--- config.mk ---
export PLATFORM = sky130hd
export DESIGN_NAME = dvp_rgb565_tx
export DESIGN_NICKNAME = d
export VERILOG_FILES = /design/src/rtl/dvp_rgb565_tx.sv
export SDC_FILE = /design/constraint.sdc
export NUM_CORES = 1
export LEC_CHECK = 0
export CORE_MARGIN = 3
export CORE_UTILIZATION = 40
export CTS_BUF_LIST = sky130_fd_sc_hd__clkbuf_2
export DETAILED_ROUTE_END_ITERATION = 16
export SLEW_MARGIN = 15
export SYNTH_ARGS = -nofsm -noshare
export SYNTH_HDL_FRONTEND = slang
export SYNTH_SLANG_ARGS = --single-unit
--- constraint.sdc ---
create_clock -name clk -period 9.63 [get_ports clk]
set_clock_uncertainty 0.15 [all_clocks]
set_input_delay 1.926 -clock clk [delete_from_list [all_inputs] [get_ports clk]]
set_output_delay 1.926 -clock clk [all_outputs]
set_load 0.1 [all_outputs]
--- src/rtl/dvp_rgb565_tx.sv ---
// DVP camera-bus frame generator: emits RGB565 pixels as byte pairs with vsync/href framing,
// sourcing pixels either from an external request/response port or an internal colour-bar pattern.
module dvp_rgb565_tx #(
  parameter int H_PIXEL  = 1024,
  parameter int V_PIXEL  = 768,
  parameter int H_BLANK  = 64,
  parameter int VS_LINES = 2,
  parameter int V_BP     = 4,
  parameter int V_FP     = 4
) (
  input  logic        clk,
  input  logic        rst_n,
  input  logic        gen_en,
  input  logic        pat_sel,
  output logic        pix_req,
  input  logic [15:0] pix_data,
  output logic        cam_vsync,
  output logic        cam_href,
  output logic [7:0]  cam_data,
  output logic        frame_done,
  output logic        busy
);

  localparam int L     = 2 * H_PIXEL + H_BLANK;
  localparam int HW    = $clog2(L);
  localparam int M1    = (VS_LINES > V_BP) ? VS_LINES : V_BP;
  localparam int M2    = (V_PIXEL > V_FP) ? V_PIXEL : V_FP;
  localparam int MAXL  = (M1 > M2) ? M1 : M2;
  localparam int LW    = (MAXL > 1) ? $clog2(MAXL) : 1;
  localparam int BAR_W = H_PIXEL / 8;
  localparam int BW    = (BAR_W > 1) ? $clog2(BAR_W) : 1;
  localparam bit NO_VFP = (V_FP == 32'sd0);

  localparam logic [HW-1:0] H_LAST    = HW'(L - 1);
  localparam logic [HW-1:0] H_REQ0    = HW'(L - 2);
  localparam logic [HW-1:0] H_ACT     = HW'(2 * H_PIXEL);
  localparam logic [HW-1:0] H_REQ_MAX = HW'(2 * H_PIXEL - 4);
  localparam logic [LW-1:0] VS_LAST   = LW'(VS_LINES - 1);
  localparam logic [LW-1:0] VBP_LAST  = LW'(V_BP - 1);
  localparam logic [LW-1:0] VPIX_LAST = LW'(V_PIXEL - 1);
  localparam logic [LW-1:0] VFP_LAST  = LW'(V_FP - 1);
  localparam logic [BW-1:0] BAR_LAST  = BW'(BAR_W - 1);

  typedef enum logic [2:0] {IDLE, VSYNC, VBP, ACTIVE, VFP} state_t;

  function automatic logic [15:0] bar_colour(input logic [3:0] idx);
    case (idx)
      4'd0:    return 16'hFFFF;
      4'd1:    return 16'hFFE0;
      4'd2:    return 16'h07FF;
      4'd3:    return 16'h07E0;
      4'd4:    return 16'hF81F;
      4'd5:    return 16'hF800;
      4'd6:    return 16'h001F;
      default: return 16'h0000;
    endcase
  endfunction

  state_t        state_r, nxt_state_s;
  logic [HW-1:0] h_cnt_r, nxt_h_s;
  logic [LW-1:0] line_cnt_r, nxt_line_s;
  logic          pat_r;
  logic [7:0]    lo_byte_r;
  logic [BW-1:0] bar_pos_r, cur_pos_s;
  logic [3:0]    bar_idx_r, cur_idx_s;
  logic          start_s, phase_last_s;
  logic          nxt_href_s, nxt_req_s, nxt_done_s;
  logic [15:0]   pixel_s;

  // Last line of the current phase
  always_comb begin
    phase_last_s = 1'b0;
    case (state_r)
      VSYNC:   phase_last_s = (line_cnt_r == VS_LAST);
      VBP:     phase_last_s = (line_cnt_r == VBP_LAST);
      ACTIVE:  phase_last_s = (line_cnt_r == VPIX_LAST);
      VFP:     phase_last_s = (line_cnt_r == VFP_LAST);
      default: phase_last_s = 1'b0;
    endcase
  end

  // Next position in the frame; outputs are registered from this look-ahead
  always_comb begin
    nxt_state_s = state_r;
    nxt_h_s     = h_cnt_r;
    nxt_line_s  = line_cnt_r;
    start_s     = 1'b0;
    if (state_r == IDLE) begin
      nxt_h_s    = '0;
      nxt_line_s = '0;
      if (gen_en) begin
        nxt_state_s = VSYNC;
        start_s     = 1'b1;
      end else begin
        nxt_state_s = IDLE;
      end
    end else if (h_cnt_r != H_LAST) begin
      nxt_h_s = h_cnt_r + HW'(1);
    end else if (!phase_last_s) begin
      nxt_h_s    = '0;
      nxt_line_s = line_cnt_r + LW'(1);
    end else begin
      nxt_h_s    = '0;
      nxt_line_s = '0;
      case (state_r)
        VSYNC:   nxt_state_s = VBP;
        VBP:     nxt_state_s = ACTIVE;
        ACTIVE:  nxt_state_s = NO_VFP ? (gen_en ? VSYNC : IDLE) : VFP;
        VFP:     nxt_state_s = gen_en ? VSYNC : IDLE;
        default: nxt_state_s = IDLE;
      endcase
      start_s = (nxt_state_s == VSYNC);
    end
  end

  // Output look-ahead: a request leads its high byte by two cycles, so pixel 0 is asked for
  // at the end of the preceding line's blanking
  always_comb begin
    nxt_href_s = (nxt_state_s == ACTIVE) && (nxt_h_s < H_ACT);
    nxt_req_s  = !pat_r &&
                 (((nxt_state_s == ACTIVE) && !nxt_h_s[0] && (nxt_h_s <= H_REQ_MAX)) ||
                  ((nxt_h_s == H_REQ0) &&
                   (((nxt_state_s == VBP) && (nxt_line_s == VBP_LAST)) ||
                    ((nxt_state_s == ACTIVE) && (nxt_line_s != VPIX_LAST)))));
    nxt_done_s = (nxt_h_s == H_LAST) &&
                 (((nxt_state_s == VFP) && (nxt_line_s == VFP_LAST)) ||
                  (NO_VFP && (nxt_state_s == ACTIVE) && (nxt_line_s == VPIX_LAST)));
    cur_idx_s  = (nxt_h_s == '0) ? 4'd0 : bar_idx_r;
    cur_pos_s  = (nxt_h_s == '0) ? '0 : bar_pos_r;
    pixel_s    = pat_r ? bar_colour(cur_idx_s) : pix_data;
  end

  // Frame state, counters and registered DVP outputs
  always_ff @(posedge clk or negedge rst_n) begin
    if (!rst_n) begin
      state_r    <= IDLE;
      h_cnt_r    <= '0;
      line_cnt_r <= '0;
      pat_r      <= 1'b0;
      lo_byte_r  <= 8'h00;
      bar_pos_r  <= '0;
      bar_idx_r  <= 4'd0;
      cam_vsync  <= 1'b0;
      cam_href   <= 1'b0;
      cam_data   <= 8'h00;
      pix_req    <= 1'b0;
      frame_done <= 1'b0;
      busy       <= 1'b0;
    end else begin
      state_r    <= nxt_state_s;
      h_cnt_r    <= nxt_h_s;
      line_cnt_r <= nxt_line_s;
      if (start_s) begin
        pat_r <= pat_sel;
      end
      cam_vsync  <= (nxt_state_s == VSYNC);
      cam_href   <= nxt_href_s;
      pix_req    <= nxt_req_s;
      frame_done <= nxt_done_s;
      busy       <= (nxt_state_s != IDLE);
      if (nxt_href_s && !nxt_h_s[0]) begin
        cam_data  <= pixel_s[15:8];
        lo_byte_r <= pixel_s[7:0];
        // Bar index saturates at 8, which maps to black
        if (cur_pos_s == BAR_LAST) begin
          bar_pos_r <= '0;
          bar_idx_r <= (cur_idx_s == 4'd8) ? 4'd8 : cur_idx_s + 4'd1;
        end else begin
          bar_pos_r <= cur_pos_s + BW'(1);
          bar_idx_r <= cur_idx_s;
        end
      end else if (nxt_href_s) begin
        cam_data <= lo_byte_r;
      end else begin
        cam_data <= 8'h00;
      end
    end
  end

endmodule

==> impl_results.html, run 1 <==
<table>
<tr><th>Metric</th><th>Value</th></tr>
<tr><th colspan="2">Yosys</th></tr>
<tr><td>Number of warnings printed during yosys synthesis</td><td>0</td></tr>
<tr><td>Share of the yosys chip area belonging to registers</td><td>39.5%</td></tr>
<tr><td>Synthesized instance count</td><td>402</td></tr>
<tr><td>Top-area cell type share of the netlist area</td><td>39.5%</td></tr>
<tr><td>Most numerous cell types in the synthesized netlist</td><td>sky130_fd_sc_hd__dfrtp_1 (58), sky130_fd_sc_hd__nor2_1 (37), sky130_fd_sc_hd__nand2_1 (29)</td></tr>
<tr><td>Xor/xnor share of the synthesized area</td><td>5.01%</td></tr>
<tr><td>Most instantiated flip-flop cell in the synthesis netlist</td><td>sky130_fd_sc_hd__dfrtp_1</td></tr>
<tr><td>Synthesized-area fraction occupied by adder cells</td><td>2.38%</td></tr>
<tr><td>Combinational family with the most area after synthesis</td><td>simple AND/OR/NAND/NOR gates</td></tr>
<tr><td>Most common cell in the netlist</td><td>sky130_fd_sc_hd__dfrtp_1</td></tr>
<tr><td>Mapped cell area</td><td>0.00367 sq mm</td></tr>
<tr><td>Cell type contributing the most total cell area after synthesis</td><td>sky130_fd_sc_hd__dfrtp_1</td></tr>
<tr><td>Nets in the synthesized netlist</td><td>approximately 430</td></tr>
<tr><td>Synth Area in Compound Gates</td><td>15.0%</td></tr>
<tr><td>Average cell area after synthesis</td><td>9.14 sq um</td></tr>
<tr><td>Most area-consuming cells after synthesis</td><td>sky130_fd_sc_hd__dfrtp_1 (40%), sky130_fd_sc_hd__nor2_1 (3.8%), sky130_fd_sc_hd__xnor2_1 (3.3%), sky130_fd_sc_hd__nand2_1 (3.0%), sky130_fd_sc_hd__nor2b_1 (2.7%)</td></tr>
<tr><td>Flop and latch count out of synthesis</td><td>58</td></tr>
<tr><td>Multiplexer fraction of the synthesized cell area</td><td>1.40%</td></tr>
<tr><td>Library cells used by synthesis</td><td>63</td></tr>
<tr><td>Proportion of register bits with asynchronous set or reset after synthesis</td><td>100%</td></tr>
<tr><td>Fraction of the mapped netlist area in simple logic gates</td><td>32.1%</td></tr>
<tr><td>Post-synth EDFFs</td><td>0</td></tr>
<tr><th colspan="2">Clock tree</th></tr>
<tr><td>Total setup buffers inserted after CTS</td><td>0</td></tr>
<tr><td>Number of sinks on the clock net</td><td>58</td></tr>
<tr><td>Cell chosen for the clock root</td><td>sky130_fd_sc_hd__clkbuf_2</td></tr>
<tr><td>Post-CTS clock slew at the launch and capture registers of the worst setup and hold paths</td><td>roughly 0.2 ns</td></tr>
<tr><td>Cts bufs inserted</td><td>9</td></tr>
<tr><td>Number of levels in the clock H-tree</td><td>3</td></tr>
<tr><td>Worst-case clock buffer depth</td><td>2</td></tr>
<tr><td>CTS tree</td><td>done</td></tr>
<tr><td>Gates resized, CTS repair</td><td>0</td></tr>
<tr><td>Clock latency on the worst-skew pair</td><td>0.51 ns</td></tr>
<tr><td>Count of hold-fix buffers inserted at cts</td><td>0</td></tr>
<tr><th colspan="2">Die</th></tr>
<tr><td>Die footprint</td><td>0.0104 sq mm</td></tr>
<tr><td>Area of the placeable core</td><td>0.00881 sq mm</td></tr>
<tr><td>I/O pins</td><td>33</td></tr>
<tr><td>Number of rows created at floorplan</td><td>34</td></tr>
<tr><td>Starting Density</td><td>41.7%</td></tr>
<tr><td>Die Y</td><td>102 microns</td></tr>
<tr><td>Die X</td><td>102 microns</td></tr>
<tr><th colspan="2">Timing</th></tr>
<tr><td>Count of final setup violators</td><td>0</td></tr>
<tr><td>Worst slew margin</td><td>35.0%</td></tr>
<tr><td>Slew of the pin with the lowest slew margin</td><td>0.972 ns</td></tr>
<tr><td>Final total negative setup slack</td><td>0 ns</td></tr>
<tr><td>Unrepaired setup endpoints after global routing</td><td>no</td></tr>
<tr><td>Pins over their slew limit</td><td>0</td></tr>
<tr><td>Highest Clock Rate</td><td>between 200 and 250 MHz</td></tr>
<tr><td>Minimum clock period</td><td>4.54 ns</td></tr>
<tr><td>Fraction of the cycle the final worst path needs</td><td>about 47%</td></tr>
<tr><td>Number of hold violations in the final report</td><td>0</td></tr>
<tr><th colspan="2">Global route</th></tr>
<tr><td>Pin count of the biggest net entering global routing</td><td>59</td></tr>
<tr><td>Wire length of the first global-routing pass</td><td>15000 microns</td></tr>
<tr><td>Number of global-route vias before repair</td><td>2980</td></tr>
<tr><td>GRT Resource Usage Total</td><td>18.3%</td></tr>
<tr><td>Grt total ovfl</td><td>0</td></tr>
<tr><td>Number of antenna violations at the first check in global routing</td><td>0</td></tr>
<tr><th colspan="2">Detailed routing</th></tr>
<tr><td>Via density per instance</td><td>5.92</td></tr>
<tr><td>Remaining routing DRC violations</td><td>0</td></tr>
<tr><td>DRT Pass-1 Iters</td><td>5</td></tr>
<tr><td>Via count</td><td>3159</td></tr>
<tr><td>Routed WL</td><td>~8900 microns</td></tr>
<tr><td>Routed Antenna Nets</td><td>0</td></tr>
<tr><td>Starting DRC count in detailed routing</td><td>roughly 180</td></tr>
<tr><td>Routed wire length per instance</td><td>16.7 microns</td></tr>
<tr><th colspan="2">Setup path</th></tr>
<tr><td>Crit-path max FO</td><td>15</td></tr>
<tr><td>Worst Path Class, Setup</td><td>register to register</td></tr>
<tr><td>Data required time of the worst path</td><td>slightly below 10 ns</td></tr>
<tr><td>Worst EP arrival</td><td>4.86 ns</td></tr>
<tr><td>Type of destination of the critical path</td><td>register</td></tr>
<tr><td>Startpoint kind of the worst setup timing path</td><td>register</td></tr>
<tr><th colspan="2">Layout</th></tr>
<tr><td>Antenna cells</td><td>0</td></tr>
<tr><td>Layout Cells excl Fill</td><td>approximately 530</td></tr>
<tr><td>Area growth from synthesis to layout</td><td>13.3%</td></tr>
<tr><td>Share of final-layout standard cells stronger than drive strength 1</td><td>9.39%</td></tr>
<tr><td>Net count, final</td><td>448</td></tr>
<tr><th colspan="2">Pwr</th></tr>
<tr><td>Clock network power share</td><td>between 40% and 50%</td></tr>
<tr><td>Sw power</td><td>0.000111 W</td></tr>
<tr><td>Leakage power</td><td>1.67 nW</td></tr>
<tr><td>Reg power frac</td><td>54.4%</td></tr>
<tr><td>Logic gate share of total power</td><td>3.3%</td></tr>
<tr><td>Total power density per cell area</td><td>108 mW/mm^2</td></tr>
<tr><td>Switching Fraction</td><td>about a quarter</td></tr>
<tr><td>Peak VDD IR</td><td>~0.054 mV</td></tr>
<tr><td>Cell internal pwr</td><td>0.000337 W</td></tr>
<tr><th colspan="2">Place</th></tr>
<tr><td>Placed wire-length estimate</td><td>about 6200 microns</td></tr>
<tr><td>Number of cells in the design after placement</td><td>518</td></tr>
<tr><td>Port bufs</td><td>32</td></tr>
<tr><td>Global placement routability congestion</td><td>between 0.8 and 0.9</td></tr>
<tr><th colspan="2">Job</th></tr>
<tr><td>Number of max-capacitance violations reported</td><td>0</td></tr>
<tr><th colspan="2">Run status</th></tr>
<tr><td>Result of the run</td><td>finished, final reports clean</td></tr>
<tr><th colspan="2">Min path</th></tr>
<tr><td>HP Class</td><td>register to register</td></tr>
</table>
layout make-up:
type / instances / area, sq um
fillers: 844 / 4640
multi-input cells: 306 / 2050
flip-flops and latches: 58 / 1450
repair buffers: 37 / 353
well taps: 108 / 135
clock inverters: 7 / 92.6
clock buffers: 9 / 45.0
inverters: 9 / 33.8
power by group through the flow:
stage	clock network, W	logic, W	registers [W]
after floorplan	0	0.00000211	0.000248
after global placement	0	0.0000155	0.000248
after detailed placement	0	0.0000155	0.000248
after CTS	0.000194	0.0000156	0.000244
after global routing	0.000206	0.0000167	0.000244
final	0.000189	0.0000149	0.000244
stage by stage:
stage | total power (W) | util (%) | worst slack, ns | hold WS [ns] | area (sq um)
after floorplan | 0.000250 | - | 5.69 | 0.332 | 3670
final | 0.000448 | 47.3 | 5.09 | 0.389 | 4160
after detailed placement | 0.000264 | 45.7 | 5.15 | 0.350 | 4020
after CTS | 0.000454 | 47.3 | 5.15 | 0.392 | 4160
after global placement | 0.000264 | 45.7 | 5.34 | 0.345 | 4020
after global routing | 0.000467 | 47.3 | 4.70 | 0.424 | 4160
sequential cells by signal, summed over array words and instances (netlist names):
register	flops
bar_idx_r	4
bar_pos_r	7
busy	1
cam_data	8
cam_href	1
cam_vsync	1
frame_done	1
h_cnt_r	12
line_cnt_r	10
lo_byte_r	8
pat_r	1
pix_req	1
state_r	3
metal layers:
layer | global-route usage [%] | part of all wire [%] | vias to the layer above
li1 | - | - | 1525
met1 | 27.9 | 49 | 1536
met2 | 26.1 | 45 | 86
met3 | 3.34 | 5.4 | 12
met4 | 6.16 | 1.1 | 0
met5 | 0 | 0 | -
cell usage in the layout, fill, tap and decap left out, drive strengths merged, types with 7 or more instances in the layout:
cell / instances
xnor2: 14
inv: 10
a21oi: 7
ha: 7
clkdlybuf4s50: 31
nand2: 29
a31oi: 7
xor2: 7
nand4: 9
nor3: 17
nor4: 16
nand3: 19
and2: 11
o31ai: 7
and3: 7
nor2b: 16
o21ai: 10
dfrtp: 58
nand2b: 10
nor2: 37
clkbuf: 9
or3: 8
critical path, stage by stage, from the launching register on:
cell and delay, ns:
sky130_fd_sc_hd__dfrtp_1 0.55, sky130_fd_sc_hd__nand3_1 0.40, sky130_fd_sc_hd__nor4_2 0.52, sky130_fd_sc_hd__xor2_1 0.14
sky130_fd_sc_hd__or3_1 0.40, sky130_fd_sc_hd__nor3_4 0.55, sky130_fd_sc_hd__nor2_1 0.21, sky130_fd_sc_hd__and2_1 0.22
sky130_fd_sc_hd__ha_1 0.21, sky130_fd_sc_hd__and3_1 0.21, sky130_fd_sc_hd__and3_1 0.22, sky130_fd_sc_hd__nand2_1 0.20
sky130_fd_sc_hd__nand2_1 0.11, sky130_fd_sc_hd__o31ai_1 0.27, sky130_fd_sc_hd__a22o_1 0.16
path summary, 6_finish.rpt:
path | startpoint | to | slack (ns) | cells after the start
hold / removal | lo_byte_r[2] | lo_byte_r[2] | 0.39 | 1
setup reg to reg | h_cnt_r[4] | bar_pos_r[3] | 5.09 | 14
setup / recovery | h_cnt_r[4] | bar_pos_r[3] | 5.09 | 14
hold reg to reg | lo_byte_r[2] | lo_byte_r[2] | 0.39 | 1
min in group asynchronous | rst_n | cam_data[0] | 1.39 | 2
max in group asynchronous | rst_n | line_cnt_r[7] | 7.40 | 2
logic make-up (layout without fill, tap and decap cells):
logic type,after synthesis,in the layout
DFF,58,58
adders and majority gates,7,7
AOI/OAI and AO/OA,72,72
and+or+nand+nor,201,201
muxes,5,5
buffers and inverters,38,62
xor gates and xnor gates,21,21
Power figures use the tool's default switching activity.
==> run 2: changes to the inputs <==
==> constraint.sdc (replaced) <==
create_clock -name clk -period 4.02 [get_ports clk]
set_clock_uncertainty 0.15 [all_clocks]
set_input_delay 0.804 -clock clk [delete_from_list [all_inputs] [get_ports clk]]
set_output_delay 0.804 -clock clk [all_outputs]
set_load 0.1 [all_outputs]
==> run 2 against run 1 <==
  * Routed wire length up 1.9%
  * Fmax rose by 21%
  * Sequential share of layout area decreased by 0.98 points
  * First-iteration DRC count rose by 17%
  * Clock power rose to 2.9 times the previous value
  * Sequential power is 140% higher
  * Via count rose by 0.79%
  * Critical path depth stayed put
  * Die area unchanged
  * Highest routed layer unchanged
  * Worst hold slack got worse by 0.23 ns
  * Non-clock buffer count rose by 11
  * Design area grew 2.9%
  * Largest power group unchanged
==> impl_results.html, run 2 (synthesis results as in run 1) <==
<table>
<tr><th>Metric</th><th>Value</th></tr>
<tr><th colspan="2">Run status</th></tr>
<tr><td>Result of the run</td><td>finished, final reports clean</td></tr>
<tr><th colspan="2">Die</th></tr>
<tr><td>Die X</td><td>102 microns</td></tr>
<tr><td>I/O pins</td><td>33</td></tr>
<tr><td>Number of rows created at floorplan</td><td>34</td></tr>
<tr><td>Starting Density</td><td>41.7%</td></tr>
<tr><td>Area of the placeable core</td><td>between 0.008 and 0.009 sq mm</td></tr>
<tr><td>Die Y</td><td>102 microns</td></tr>
<tr><td>Die footprint</td><td>between 0.01 and 0.015 sq mm</td></tr>
<tr><th colspan="2">Timing</th></tr>
<tr><td>Hold Worst Slack</td><td>~0.16 ns</td></tr>
<tr><td>Worst slew margin</td><td>23.1%</td></tr>
<tr><td>Count of final setup violators</td><td>0</td></tr>
<tr><td>Pins over their slew limit</td><td>0</td></tr>
<tr><td>Unrepaired setup endpoints after global routing</td><td>no</td></tr>
<tr><td>Number of hold violations in the final report</td><td>0</td></tr>
<tr><td>Slew of the pin with the lowest slew margin</td><td>1.14 ns</td></tr>
<tr><td>Fraction of the cycle the final worst path needs</td><td>between 90% and 100%</td></tr>
<tr><td>Final total negative setup slack</td><td>0 ns</td></tr>
<tr><td>Highest Clock Rate</td><td>~270 MHz</td></tr>
<tr><td>Minimum clock period</td><td>3.75 ns</td></tr>
<tr><th colspan="2">Layout</th></tr>
<tr><td>Max reg flops</td><td>12</td></tr>
<tr><td>Most common cell after layout, fill and taps aside</td><td>sky130_fd_sc_hd__dfrtp_1</td></tr>
<tr><td>Net count, final</td><td>459</td></tr>
<tr><td>Area growth from synthesis to layout</td><td>16.6%</td></tr>
<tr><td>Biggest regs</td><td>h_cnt_r x12, line_cnt_r x10</td></tr>
<tr><td>Antenna cells</td><td>0</td></tr>
<tr><td>Share of final-layout standard cells stronger than drive strength 1</td><td>12.4%</td></tr>
<tr><td>Highest-count cells in the layout ignoring fill and taps</td><td>sky130_fd_sc_hd__dfrtp_1 (58), sky130_fd_sc_hd__nor2_1 (36), sky130_fd_sc_hd__clkdlybuf4s50_1 (31)</td></tr>
<tr><td>Top reg by flops</td><td>h_cnt_r</td></tr>
<tr><th colspan="2">Clock tree</th></tr>
<tr><td>Cts bufs inserted</td><td>9</td></tr>
<tr><td>Cell chosen for the clock root</td><td>sky130_fd_sc_hd__clkbuf_2</td></tr>
<tr><td>Worst-case clock buffer depth</td><td>2</td></tr>
<tr><td>Number of sinks on the clock net</td><td>slightly below 60</td></tr>
<tr><td>Total setup buffers inserted after CTS</td><td>0</td></tr>
<tr><td>Clock latency on the worst-skew pair</td><td>between 0.5 and 0.6 ns</td></tr>
<tr><td>Post-CTS clock slew at the launch and capture registers of the worst setup and hold paths</td><td>0.23 ns</td></tr>
<tr><td>Number of levels in the clock H-tree</td><td>3</td></tr>
<tr><td>CTS tree</td><td>done</td></tr>
<tr><th colspan="2">Pwr</th></tr>
<tr><td>Peak VDD IR</td><td>0.192 mV</td></tr>
<tr><td>Leakage power</td><td>1.74 nW</td></tr>
<tr><td>Total power density per cell area</td><td>about 270 mW/mm^2</td></tr>
<tr><th colspan="2">Global route</th></tr>
<tr><td>Pin count of the biggest net entering global routing</td><td>35</td></tr>
<tr><td>Grt total ovfl</td><td>0</td></tr>
<tr><td>GRT Resource Usage Total</td><td>18.4%</td></tr>
<tr><td>Number of global-route vias before repair</td><td>2958</td></tr>
<tr><td>Number of antenna violations at the first check in global routing</td><td>0</td></tr>
<tr><td>Wire length of the first global-routing pass</td><td>15000 microns</td></tr>
<tr><th colspan="2">Detailed routing</th></tr>
<tr><td>Via density per instance</td><td>approximately 6</td></tr>
<tr><td>Remaining routing DRC violations</td><td>0</td></tr>
<tr><td>Starting DRC count in detailed routing</td><td>206</td></tr>
<tr><td>Routed Antenna Nets</td><td>0</td></tr>
<tr><td>DRT Pass-1 Iters</td><td>4</td></tr>
<tr><td>Routed WL</td><td>between 9000 and 10000 microns</td></tr>
<tr><td>Routed wire length per instance</td><td>16.6 microns</td></tr>
<tr><td>Via count</td><td>3184</td></tr>
<tr><th colspan="2">Setup path</th></tr>
<tr><td>Type of destination of the critical path</td><td>register</td></tr>
<tr><td>Data required time of the worst path</td><td>4.36 ns</td></tr>
<tr><td>Worst Path Class, Setup</td><td>register to register</td></tr>
<tr><td>Critical-path cell with the highest stage delay</td><td>sky130_fd_sc_hd__dfrtp_1</td></tr>
<tr><td>Delay contributed by the slowest stage of the critical path</td><td>0.54 ns</td></tr>
<tr><td>Startpoint kind of the worst setup timing path</td><td>register</td></tr>
<tr><td>Cells along the critical path</td><td>nand3_1 -&gt; nor4_2 -&gt; xor2_1 -&gt; or3_1 -&gt; nor3_4 -&gt; buf_4 -&gt; nor3_1 -&gt; ha_1 -&gt; and3_1 -&gt; and3_1 -&gt; nand2_1 -&gt; nand2_1 -&gt; o31ai_1 -&gt; a22o_1</td></tr>
<tr><td>Crit-path max FO</td><td>14</td></tr>
<tr><td>Worst EP arrival</td><td>between 4 and 5 ns</td></tr>
<tr><th colspan="2">Min path</th></tr>
<tr><td>HP Class</td><td>primary input to async pin</td></tr>
<tr><th colspan="2">Job</th></tr>
<tr><td>Number of max-capacitance violations reported</td><td>0</td></tr>
<tr><th colspan="2">Place</th></tr>
<tr><td>Port bufs</td><td>32</td></tr>
<tr><td>Placed wire-length estimate</td><td>between 6000 and 7000 microns</td></tr>
<tr><td>Global placement routability congestion</td><td>0.893</td></tr>
</table>
[run 2: final timing paths]
path	startpoint	to	slack, ns	depth (start not counted)
worst max-delay path	h_cnt_r[2]	bar_pos_r[3]	0.27	14
worst min-delay path	rst_n	lo_byte_r[6]	0.16	1
worst max register to register	h_cnt_r[2]	bar_pos_r[3]	0.27	14
worst min register to register	lo_byte_r[2]	lo_byte_r[2]	0.39	1
max in group asynchronous	rst_n	busy	2.73	2
min in group clk	lo_byte_r[2]	lo_byte_r[2]	0.39	1
[run 2: final cells by class]
class,instances,area (sq um)
multi-input combinational,306,2060
clock inverter,7,125
clock buffer,9,45.0
timing repair buffer,48,435
fill,820,4520
tap,108,135
inverter,9,33.8
sequential,58,1450
[run 2: where the power goes]
part / internal (W) / total [W] / switching, W / leakage, nW
clock network: 0.000275 / 0.000547 / 0.000273 / 0.0971
registers: 0.000584 / 0.000584 / 0 / 0.765
logic: 0.0000194 / 0.0000354 / 0.0000160 / 0.882
[run 2: metal layers]
| layer | GRT usage, % | wire, microns | vias to the layer above |
|---|---|---|---|
| li1 | - | - | 1551 |
| met1 | 27.7 | 4490 | 1554 |
| met2 | 26.8 | 4030 | 65 |
| met3 | 3.34 | 426 | 14 |
| met4 | 5.95 | 129 | 0 |
| met5 | 0 | 0 | - |
[run 2: stage by stage]
step	worst slack, ns	instances	power [W]	utilization, %	area (sq um)
after floorplan	0.0774	402	0.000600	-	3670
after global routing	0.0264	545	0.00120	48.6	4280
after detailed placement	0.298	529	0.000631	46.6	4110
after global placement	0.377	529	0.000631	46.6	4110
final	0.265	545	0.00117	48.6	4280
after CTS	0.283	545	0.00117	48.6	4280
[run 2: critical path: cells and delay by family (launching register included)]
| kind | cells | cell delay, ns |
|---|---|---|
| simple gates | 9 | 1.95 |
| flops | 1 | 0.54 |
| compound gates | 2 | 0.43 |
| buf+inv | 1 | 0.24 |
| fa+ha+maj | 1 | 0.24 |
| xor+xnor | 1 | 0.14 |
[run 2: timing repair]
item                       CTS  global route
gates resized for setup      0             2
hold buffers                 0             0
setup endpoints to repair    0             3
